`src/rtl/neuron_accumulator.sv`:
```
// Neuron accumulator: bias + NUM_INPUTS sign-magnitude products, saturated after every add.
// Optional macro RELU_EN clamps negative final sums to zero on the result port.
module neuron_accumulator #(
  parameter int WIDTH      = 16,
  parameter int INT        = 6,
  parameter int FRAC       = 10,
  parameter int NUM_INPUTS = 2
) (
  input  logic             clk,
  input  logic             rst,
  input  logic             start,
  input  logic [WIDTH-1:0] bias,
  input  logic             prod_valid,
  input  logic [WIDTH-1:0] prod,
  input  logic             prod_ovf,
  output logic             prod_ready,
  output logic             out_valid,
  input  logic             out_ready,
  output logic [WIDTH-1:0] result,
  output logic             ovf
);

  if (INT + FRAC != WIDTH) begin : g_bad_fmt
    $error("neuron_accumulator: INT + FRAC must equal WIDTH");
  end

  localparam int AW = WIDTH + 1;
  localparam int CW = (NUM_INPUTS > 1) ? $clog2(NUM_INPUTS) : 1;

  typedef logic signed [AW-1:0] acc_t;
  typedef enum logic [1:0] {IDLE, ACCUM, DONE} state_t;

  localparam acc_t MAXV = acc_t'({2'b00, {(WIDTH-1){1'b1}}});
  localparam acc_t MINV = -MAXV;
  localparam logic [CW-1:0] LAST = CW'(NUM_INPUTS - 1);

  // -0 maps to 0 naturally since only the magnitude is negated
  function automatic acc_t sm2tc(input logic [WIDTH-1:0] x);
    acc_t m;
    m = acc_t'({2'b00, x[WIDTH-2:0]});
    return x[WIDTH-1] ? -m : m;
  endfunction

  state_t        state, nxt;
  acc_t          acc, sum, sat;
  logic [CW-1:0] cnt;
  logic          load, accept, clamp;
  logic [AW-1:0] mag;
  logic [1:0]    unused_mag;

  always_ff @(posedge clk or posedge rst) begin
    if (rst) state <= IDLE;
    else     state <= nxt;
  end

  always_comb begin
    nxt        = state;
    load       = 1'b0;
    accept     = 1'b0;
    prod_ready = 1'b0;
    out_valid  = 1'b0;
    case (state)
      IDLE: begin
        if (start) begin
          load = 1'b1;
          nxt  = ACCUM;
        end
      end
      ACCUM: begin
        prod_ready = 1'b1;
        if (prod_valid) begin
          accept = 1'b1;
          if (cnt == LAST) nxt = DONE;
        end
      end
      DONE: begin
        out_valid = 1'b1;
        if (out_ready) begin
          load = start;
          nxt  = start ? ACCUM : IDLE;
        end
      end
      default: nxt = IDLE;
    endcase
  end

  // Saturating add; acc is always within +/-MAXV so AW bits cannot wrap
  always_comb begin
    sum   = acc + sm2tc(prod);
    sat   = sum;
    clamp = 1'b0;
    if (sum > MAXV) begin
      sat   = MAXV;
      clamp = 1'b1;
    end else if (sum < MINV) begin
      sat   = MINV;
      clamp = 1'b1;
    end
  end

  always_ff @(posedge clk or posedge rst) begin
    if (rst) begin
      acc <= '0;
      cnt <= '0;
      ovf <= 1'b0;
    end else if (load) begin
      acc <= sm2tc(bias);
      cnt <= '0;
      ovf <= 1'b0;
    end else if (accept) begin
      acc <= sat;
      cnt <= cnt + CW'(1);
      ovf <= ovf | prod_ovf | clamp;
    end
  end

  // Negative acc is never zero, so the sign bit never produces -0
  always_comb begin
    mag        = acc[AW-1] ? -acc : acc;
    unused_mag = mag[AW-1:WIDTH-1];
`ifdef RELU_EN
    result     = acc[AW-1] ? '0 : {1'b0, mag[WIDTH-2:0]};
`else
    result     = {acc[AW-1], mag[WIDTH-2:0]};
`endif
  end

endmodule

```
`config.mk`:
```
export PLATFORM = sky130hd
export DESIGN_NAME = neuron_accumulator
export DESIGN_NICKNAME = d
export VERILOG_FILES = /design/src/rtl/neuron_accumulator.sv
export SDC_FILE = /design/constraint.sdc
export NUM_CORES = 1
export LEC_CHECK = 0
export BUFFER_PORTS_ARGS = -buffer_cell sky130_fd_sc_hd__buf_2
export CAP_MARGIN = 20
export CORE_UTILIZATION = 51
export CTS_CLUSTER_DIAMETER = 80
export DETAILED_ROUTE_END_ITERATION = 6
export PLACE_DENSITY_LB_ADDON = 0.15
export SLEW_MARGIN = 20
export SYNTH_ARGS = -nofsm -noshare
export SYNTH_HDL_FRONTEND = slang
export SYNTH_SLANG_ARGS = --single-unit
```
`constraint.sdc`:
```
create_clock -name clk -period 3.1 [get_ports clk]
set_input_delay 0.31 -clock clk [delete_from_list [all_inputs] [get_ports clk]]
set_output_delay 0.31 -clock clk [all_outputs]
set_load 0.02 [all_outputs]
```
# Word-level counts from Yosys, hierarchy flattened
# Cells that the tools add are included.
# W data, S select, Z words.
dict set report word_totals {
  register_bits 21
  in_bits 38
  out_inout_bits 19
  elab_cells 48
}
dict set report classes {
  add_sub_neg 5
  n_lt_le_gt_ge 2
  n_eq_ne 6
  muxes 26
  bitwise_logic 2
  reduce_logical 3
}
# operator count
set ops {}
lappend ops {{$mux W17} 6}
lappend ops {{$neg A15 Y17} 2}
lappend ops {{$add A17 B17 Y17} 1}
lappend ops {{$gt A17 B16 Y1 const B} 1}
lappend ops {{$lt A17 B16 Y1 const B} 1}
lappend ops {{$mux W15} 1}
lappend ops {{$neg A15 Y15} 1}
lappend ops {{$mux W1} 13}
lappend ops {{$mux W2} 4}
lappend ops {{$ne A2 B2 Y1 const B} 4}
lappend ops {{$pmux W2 S3} 1}
lappend ops {{$reduce_and A4 Y1} 1}
lappend ops {{$eq A2 B1 Y1 const B} 1}
lappend ops {{$eq A2 B2 Y1 const B} 1}
lappend ops {{$logic_not A2 Y1} 1}
lappend ops {{$or A1 B1 Y1} 2}
lappend ops {{$pmux W1 S2} 1}
lappend ops {{$reduce_bool A2 Y1} 1}
lappend ops {{$add A1 B1 Y1 const B} 1}

# Depth between registers and ports, before layout
dict set report logic_depth {
  ltp_word 9
  ltp_mapped 16
  mapped_depth_nobuf 14
}

# Worst setup path before layout
# OpenSTA, ideal clock, no wires.
dict set report synth_timing {
  path_kind {input -> register}
  from {in prod[9]}
  to {reg acc[3]}
  setup_time_ps 124
  arrival_time_ps 3633
  t_required_ps 2976
  path_slack_ps -657
  path_stages 12
  path_buffers 0
  path_cell_list {or4_4 > or3_1 > or3_1 > o21ai_0 > xnor2_1 > ha_1 > a21oi_1 > o211ai_1 > a2111o_1 > nor4_1 > a211oi_1 > o31a_1}
}
dict set report synth_between {
  elab_chain_cells 8
  elab_cells_between_ends 9
}
# item line
set synth_rtl {}
lappend synth_rtl {{start, declared} 14} ;# input logic [WIDTH-1:0] prod,
lappend synth_rtl {{$neg A15 Y17} 41} ;# return x[WIDTH-1] ? -m : m;
lappend synth_rtl {{$mux W17 *} 41}
lappend synth_rtl {{$add A17 B17 Y17 *} 89} ;# sum = acc + sm2tc(prod);
lappend synth_rtl {{$lt A17 B16 Y1} 95} ;# end else if (sum < MINV) begin
lappend synth_rtl {{$mux W17} 95}
lappend synth_rtl {{$mux W17 *} 92} ;# if (sum > MAXV) begin
lappend synth_rtl {{$mux W17 *} 110} ;# end else if (accept) begin
lappend synth_rtl {{$mux W17 *} 106} ;# end else if (load) begin
lappend synth_rtl {{end signal, assigned} 107} ;# acc <= sm2tc(bias);
lappend synth_rtl {{end signal, assigned} 111} ;# acc <= sat;
lappend synth_rtl {{end, declared} 45} ;# acc_t acc, sum, sat;
# Mark *: on every way between the ends. The rest lies on a longest branch, timed or not. The select of a mux whose other input is x is not followed.
# A chain may end at the register's enable or synchronous reset.

# Final worst setup path
dict set report layout_timing {
  from {in prod[6]}
  to {reg acc[12]}
}
# Same word-level chain as after synthesis.

==> report_table.html <==
<table>
<tr><th>Metric</th><th>Value</th></tr>
<tr><th colspan="2">Cells and area</th></tr>
<tr><td>Diode insertion count for antenna repair</td><td>0</td></tr>
<tr><td>Proportion of layout cells with a drive suffix above 1</td><td>40.5%</td></tr>
<tr><td>Post-layout utilization of the core</td><td>between 70 and 80%</td></tr>
<tr><td>Layout Nets</td><td>around 570</td></tr>
<tr><td>Layout area overhead</td><td>46.8%</td></tr>
<tr><th colspan="2">Drt</th></tr>
<tr><td>Max Used Layer</td><td>met4</td></tr>
<tr><td>Initial DRC Count</td><td>roughly 230</td></tr>
<tr><td>Metal2 WL</td><td>5.07 mm</td></tr>
<tr><td>Total iterations of the first detailed-routing run</td><td>7</td></tr>
<tr><td>Detailed-route DRC error count</td><td>0</td></tr>
<tr><td>Total routed wire length on the met1 layer</td><td>about 4.1 mm</td></tr>
<tr><td>Detail-routed via count per cell</td><td>between 6 and 7</td></tr>
<tr><td>Total length of routed wires</td><td>between 10 and 15 mm</td></tr>
<tr><td>Routed length on met3</td><td>about 610 um</td></tr>
<tr><td>Total via count in the routed design</td><td>roughly 3.6k</td></tr>
<tr><td>Residual antenna-violating net count after detailed routing</td><td>0</td></tr>
<tr><td>Avg WL per Cell</td><td>around 17 um</td></tr>
<tr><th colspan="2">Pwr</th></tr>
<tr><td>Worst ir drop on vdd</td><td>around 0.9 mV</td></tr>
<tr><td>Pleak</td><td>about 0.0019 uW</td></tr>
<tr><td>Total power density per cell area</td><td>about 1200 nW/um^2</td></tr>
<tr><th colspan="2">Die</th></tr>
<tr><td>Chip width</td><td>between 70 and 80 um</td></tr>
<tr><td>Io pins</td><td>57</td></tr>
<tr><td>Std-Cell Core Area</td><td>around 5500 um^2</td></tr>
<tr><td>Number of cell rows</td><td>27</td></tr>
<tr><td>Floorplan die height</td><td>roughly 77 um</td></tr>
<tr><td>Starting density of the core</td><td>52.8%</td></tr>
<tr><td>Die outline area</td><td>roughly 6000 um^2</td></tr>
<tr><th colspan="2">Global routing</th></tr>
<tr><td>Initial antenna violation count</td><td>0</td></tr>
<tr><td>Pin count of the biggest net entering global routing</td><td>22</td></tr>
<tr><td>Vias in the first global route</td><td>around 3.5k</td></tr>
<tr><td>Remaining Overflow, GRT</td><td>0</td></tr>
<tr><td>Global-route total usage across every layer</td><td>between 30% and 40%</td></tr>
<tr><td>First-pass GRT wire length</td><td>approximately 16 mm</td></tr>
<tr><th colspan="2">Logic synthesis</th></tr>
<tr><td>Largest family of logic cells by synthesized area</td><td>compound AO/OA/AOI/OAI gates</td></tr>
<tr><td>Number of unique standard cell types used by synthesis</td><td>59</td></tr>
<tr><td>Parity-gate share of the synthesized area counting xor and xnor cells</td><td>between 10 and 15%</td></tr>
<tr><td>Synthesis warning total</td><td>0</td></tr>
<tr><td>Commonest cells post-synth</td><td>37 x sky130_fd_sc_hd__nand2_1, 37 x sky130_fd_sc_hd__xnor2_1, 31 x sky130_fd_sc_hd__o21ai_0, 23 x sky130_fd_sc_hd__a21oi_1, 21 x sky130_fd_sc_hd__dfrtp_1</td></tr>
<tr><td>Fraction of the mapped netlist area in adder cells</td><td>9.35%</td></tr>
<tr><td>Synth top area cells</td><td>sky130_fd_sc_hd__dfrtp_1 18%, sky130_fd_sc_hd__xnor2_1 11%, sky130_fd_sc_hd__ha_1 8.7%</td></tr>
<tr><td>Proportion of synthesized area in mux cells</td><td>about 1.0%</td></tr>
<tr><td>Area of the mapped netlist</td><td>around 2900 um^2</td></tr>
<tr><td>Post-Synth Simple-Gate Area</td><td>a little over a fifth</td></tr>
<tr><td>Predominant post-synthesis flop cell</td><td>sky130_fd_sc_hd__dfrtp_1</td></tr>
<tr><td>Count of flip-flops with a built-in enable after synthesis</td><td>0</td></tr>
<tr><td>Synthesized instance count</td><td>roughly 370</td></tr>
<tr><td>Proportion of register bits with asynchronous set or reset after synthesis</td><td>100%</td></tr>
<tr><td>Yosys top cell area share</td><td>a little under a fifth</td></tr>
<tr><td>Synthesized-area fraction occupied by ao, oa, aoi and oai cells</td><td>about a third</td></tr>
<tr><td>Syn Area/Cell</td><td>about 7.8 um^2</td></tr>
<tr><td>Sequential element share of the synthesized area</td><td>between 10% and 20%</td></tr>
<tr><td>Cell type contributing the most total cell area after synthesis</td><td>sky130_fd_sc_hd__dfrtp_1</td></tr>
<tr><td>Count of state elements after synthesis</td><td>21</td></tr>
<tr><td>Synthesized netlist net count</td><td>between 400 and 500</td></tr>
<tr><th colspan="2">Critical path</th></tr>
<tr><td>R2r setup slk</td><td>around 50 ps</td></tr>
<tr><td>Cell type with the highest occurrence count on the critical path</td><td>sky130_fd_sc_hd__buf_6</td></tr>
<tr><td>Worst reg2reg endpoint</td><td>acc[12]</td></tr>
<tr><td>Critical-path cell with the highest stage delay</td><td>sky130_fd_sc_hd__or4_4</td></tr>
<tr><td>Nature of the critical path endpoint</td><td>flop</td></tr>
<tr><td>WS Path Type</td><td>input port to flop</td></tr>
<tr><td>Cells traversed along the worst timing path</td><td>buf_6 -&gt; or4_4 -&gt; or3_4 -&gt; or3_4 -&gt; o21ai_2 -&gt; xnor2_1 -&gt; ha_2 -&gt; or4_4 -&gt; a31oi_4 -&gt; a21oi_4 -&gt; nor4_4 -&gt; buf_6 -&gt; buf_6 -&gt; nor2b_4 -&gt; o31ai_2</td></tr>
<tr><td>Nature of the critical path startpoint</td><td>input port</td></tr>
<tr><td>Worst Path Max Fanout</td><td>6</td></tr>
<tr><td>Critical R2R Launch</td><td>acc[9]</td></tr>
<tr><td>Worst path required time</td><td>approximately 3300 ps</td></tr>
<tr><td>Maximum cell stage delay along the critical path</td><td>roughly 540 ps</td></tr>
<tr><td>Arrival time reported for the critical path endpoint</td><td>3740 ps</td></tr>
<tr><td>Count of cells along the worst register-to-register path</td><td>11</td></tr>
<tr><th colspan="2">Placement</th></tr>
<tr><td>Post-place setup slack</td><td>-819 ps</td></tr>
<tr><td>Final weighted congestion in routability-driven placement</td><td>between 0.9 and 1</td></tr>
<tr><td>Quantity of I/O buffers inserted on ports</td><td>56</td></tr>
<tr><td>DPL Wire Length</td><td>approximately 7.5 mm</td></tr>
<tr><th colspan="2">Timing</th></tr>
<tr><td>Final Hold Fails</td><td>0</td></tr>
<tr><td>Total setup violations reported at the end of the flow</td><td>18</td></tr>
<tr><td>RSZ-0062 raised after global routing</td><td>yes</td></tr>
<tr><td>Worst setup skew after layout</td><td>about 5.1 ps</td></tr>
<tr><td>Pins Over Slew Limit</td><td>0</td></tr>
<tr><td>Max Clk Rate</td><td>281 MHz</td></tr>
<tr><td>TNS Setup</td><td>-6820 ps</td></tr>
<tr><td>Fraction of the cycle the final worst path needs</td><td>115%</td></tr>
<tr><td>Worst Tran Pin Value</td><td>868 ps</td></tr>
<tr><td>Slew headroom</td><td>a little over two fifths</td></tr>
<tr><td>Min Clock Period, post-route</td><td>3560 ps</td></tr>
<tr><td>Final WS setup</td><td>-456 ps</td></tr>
<tr><th colspan="2">Run status</th></tr>
<tr><td>Run status</td><td>complete, but fails checks</td></tr>
<tr><td>Violations in the final reports</td><td>setup timing</td></tr>
<tr><th colspan="2">CTS</th></tr>
<tr><td>Number of clock sinks</td><td>21</td></tr>
<tr><td>Number of clock buffers inserted by TritonCTS</td><td>3</td></tr>
<tr><td>Quantity of hold-fixing buffers added after cts</td><td>0</td></tr>
<tr><td>CTS clk-pin slew, worst paths</td><td>about 90 ps</td></tr>
<tr><td>Longest Clk Path Bufs</td><td>2</td></tr>
<tr><td>TritonCTS clock tree</td><td>yes</td></tr>
<tr><td>CTS Root Buffer Type</td><td>sky130_fd_sc_hd__clkbuf_8</td></tr>
<tr><td>Clock latency at the later pin of the worst-skew pair</td><td>~270 ps</td></tr>
<tr><td>CTS HTree Levels</td><td>1</td></tr>
<tr><th colspan="2">Flow run</th></tr>
<tr><td>MaxCap Viol Count</td><td>0</td></tr>
<tr><th colspan="2">Hold path</th></tr>
<tr><td>Classification of the worst-slack hold path</td><td>input port to asynchronous set/reset pin</td></tr>
</table>
## state kept, by name (all words and copies together), names as in the netlist
| name | cells |
|---|---|
| state | 2 |
| cnt | 1 |
| acc | 17 |
| ovf | 1 |
## where the power goes
group	internal, uW	switching [uW]
logic	1970	2230
registers	415	197
clock network	90.1	105
total	2470	2540
## logic make-up (layout without fill, tap and decap cells)
group                    after synthesis  count (layout)
adder cells (fa/ha/maj)               21              21
AND/OR/NAND/NOR                      116             116
multiplexers                           3               3
flip-flops                            21              21
buffers and inverters                 28             173
AO/OA/AOI/OAI                        134             134
XOR/XNOR                              46              46
## through the flow
stage	power (uW)	hold WS, ps	std cells	cell area, um^2
2_1_floorplan	2780	287	369	2960
3_3_place_gp	4170	487	574	3920
3_5_place_dp	4250	510	574	3920
4_1_cts	4650	229	583	4100
5_1_grt	5340	270	586	4250
6_report	5010	202	586	4250
## cell type report
class,count,area [um^2]
Tap cell,72,90.1
Timing Repair Buffer,153,1030
Clock buffer,3,41.3
Fill cell,423,1230
Sequential cell,21,526
Multi-Input combinational cell,320,2490
Inverter,16,60.1
Clock inverter,1,5.00
## placed cells by master, fill, tap and decap left out, types with 4 or more instances in the layout
| cell | netlist | routed |
|---|---|---|
| sky130_fd_sc_hd__or3_1 | 10 | 8 |
| sky130_fd_sc_hd__xnor2_1 | 37 | 37 |
| sky130_fd_sc_hd__a21o_1 | 5 | 5 |
| sky130_fd_sc_hd__buf_2 | 1 | 54 |
| sky130_fd_sc_hd__nor3_1 | 9 | 5 |
| sky130_fd_sc_hd__nand2_1 | 37 | 37 |
| sky130_fd_sc_hd__nor2_1 | 14 | 13 |
| sky130_fd_sc_hd__dfrtp_1 | 21 | 21 |
| sky130_fd_sc_hd__nand3_1 | 5 | 4 |
| sky130_fd_sc_hd__o21ai_0 | 31 | 25 |
| sky130_fd_sc_hd__nor2b_1 | 6 | 5 |
| sky130_fd_sc_hd__nor3_2 | 0 | 4 |
| sky130_fd_sc_hd__ha_1 | 20 | 18 |
| sky130_fd_sc_hd__buf_6 | 1 | 5 |
| sky130_fd_sc_hd__a21oi_1 | 23 | 17 |
| sky130_fd_sc_hd__buf_4 | 2 | 94 |
| sky130_fd_sc_hd__nand2b_1 | 7 | 7 |
| sky130_fd_sc_hd__a211oi_2 | 0 | 4 |
| sky130_fd_sc_hd__o21a_1 | 5 | 5 |
| sky130_fd_sc_hd__o31ai_2 | 0 | 4 |
| sky130_fd_sc_hd__inv_1 | 16 | 16 |
| sky130_fd_sc_hd__o22ai_1 | 12 | 12 |
| sky130_fd_sc_hd__o31ai_1 | 12 | 8 |
| sky130_fd_sc_hd__a21oi_2 | 0 | 5 |
| sky130_fd_sc_hd__o21ai_1 | 1 | 6 |
| sky130_fd_sc_hd__xor2_1 | 9 | 9 |
## how the worst max path moves through the flow
| stage | from | cells after the start | to |
|---|---|---|---|
| CTS | prod[6] | 13 | acc[4] |
| global route | prod[6] | 14 | acc[3] |
| finish | prod[6] | 15 | acc[12] |
| detailed placement | prod[9] | 14 | ovf |
| floorplan | prod[4] | 15 | acc[4] |
| global placement | prod[0] | 17 | ovf |
## worst max-delay path: cells and delay by family
kind | cells | cell delay, ps
AND/OR/NAND/NOR | 6 | 2040
AO/OA/AOI/OAI | 4 | 700
XOR/XNOR | 1 | 90
buffers and inverters | 3 | 390
adder cells (fa/ha/maj) | 1 | 190
## routing by layer
layer | global-route usage [%] | up-vias
li1 | - | 1672
met1 | 42.2 | 1718
met2 | 58.6 | 137
met3 | 3.33 | 35
met4 | 10.6 | 0
met5 | 0 | -
## repair_timing
| action | in CTS | in global routing |
|---|---|---|
| cloned | 0 | 0 |
| gates resized for setup | 21 | 28 |
| endpoints found under the setup margin | 18 | 18 |
| pin swaps | 20 | 12 |
| setup buffers | 5 | 3 |
Power figures use the tool's default switching activity.
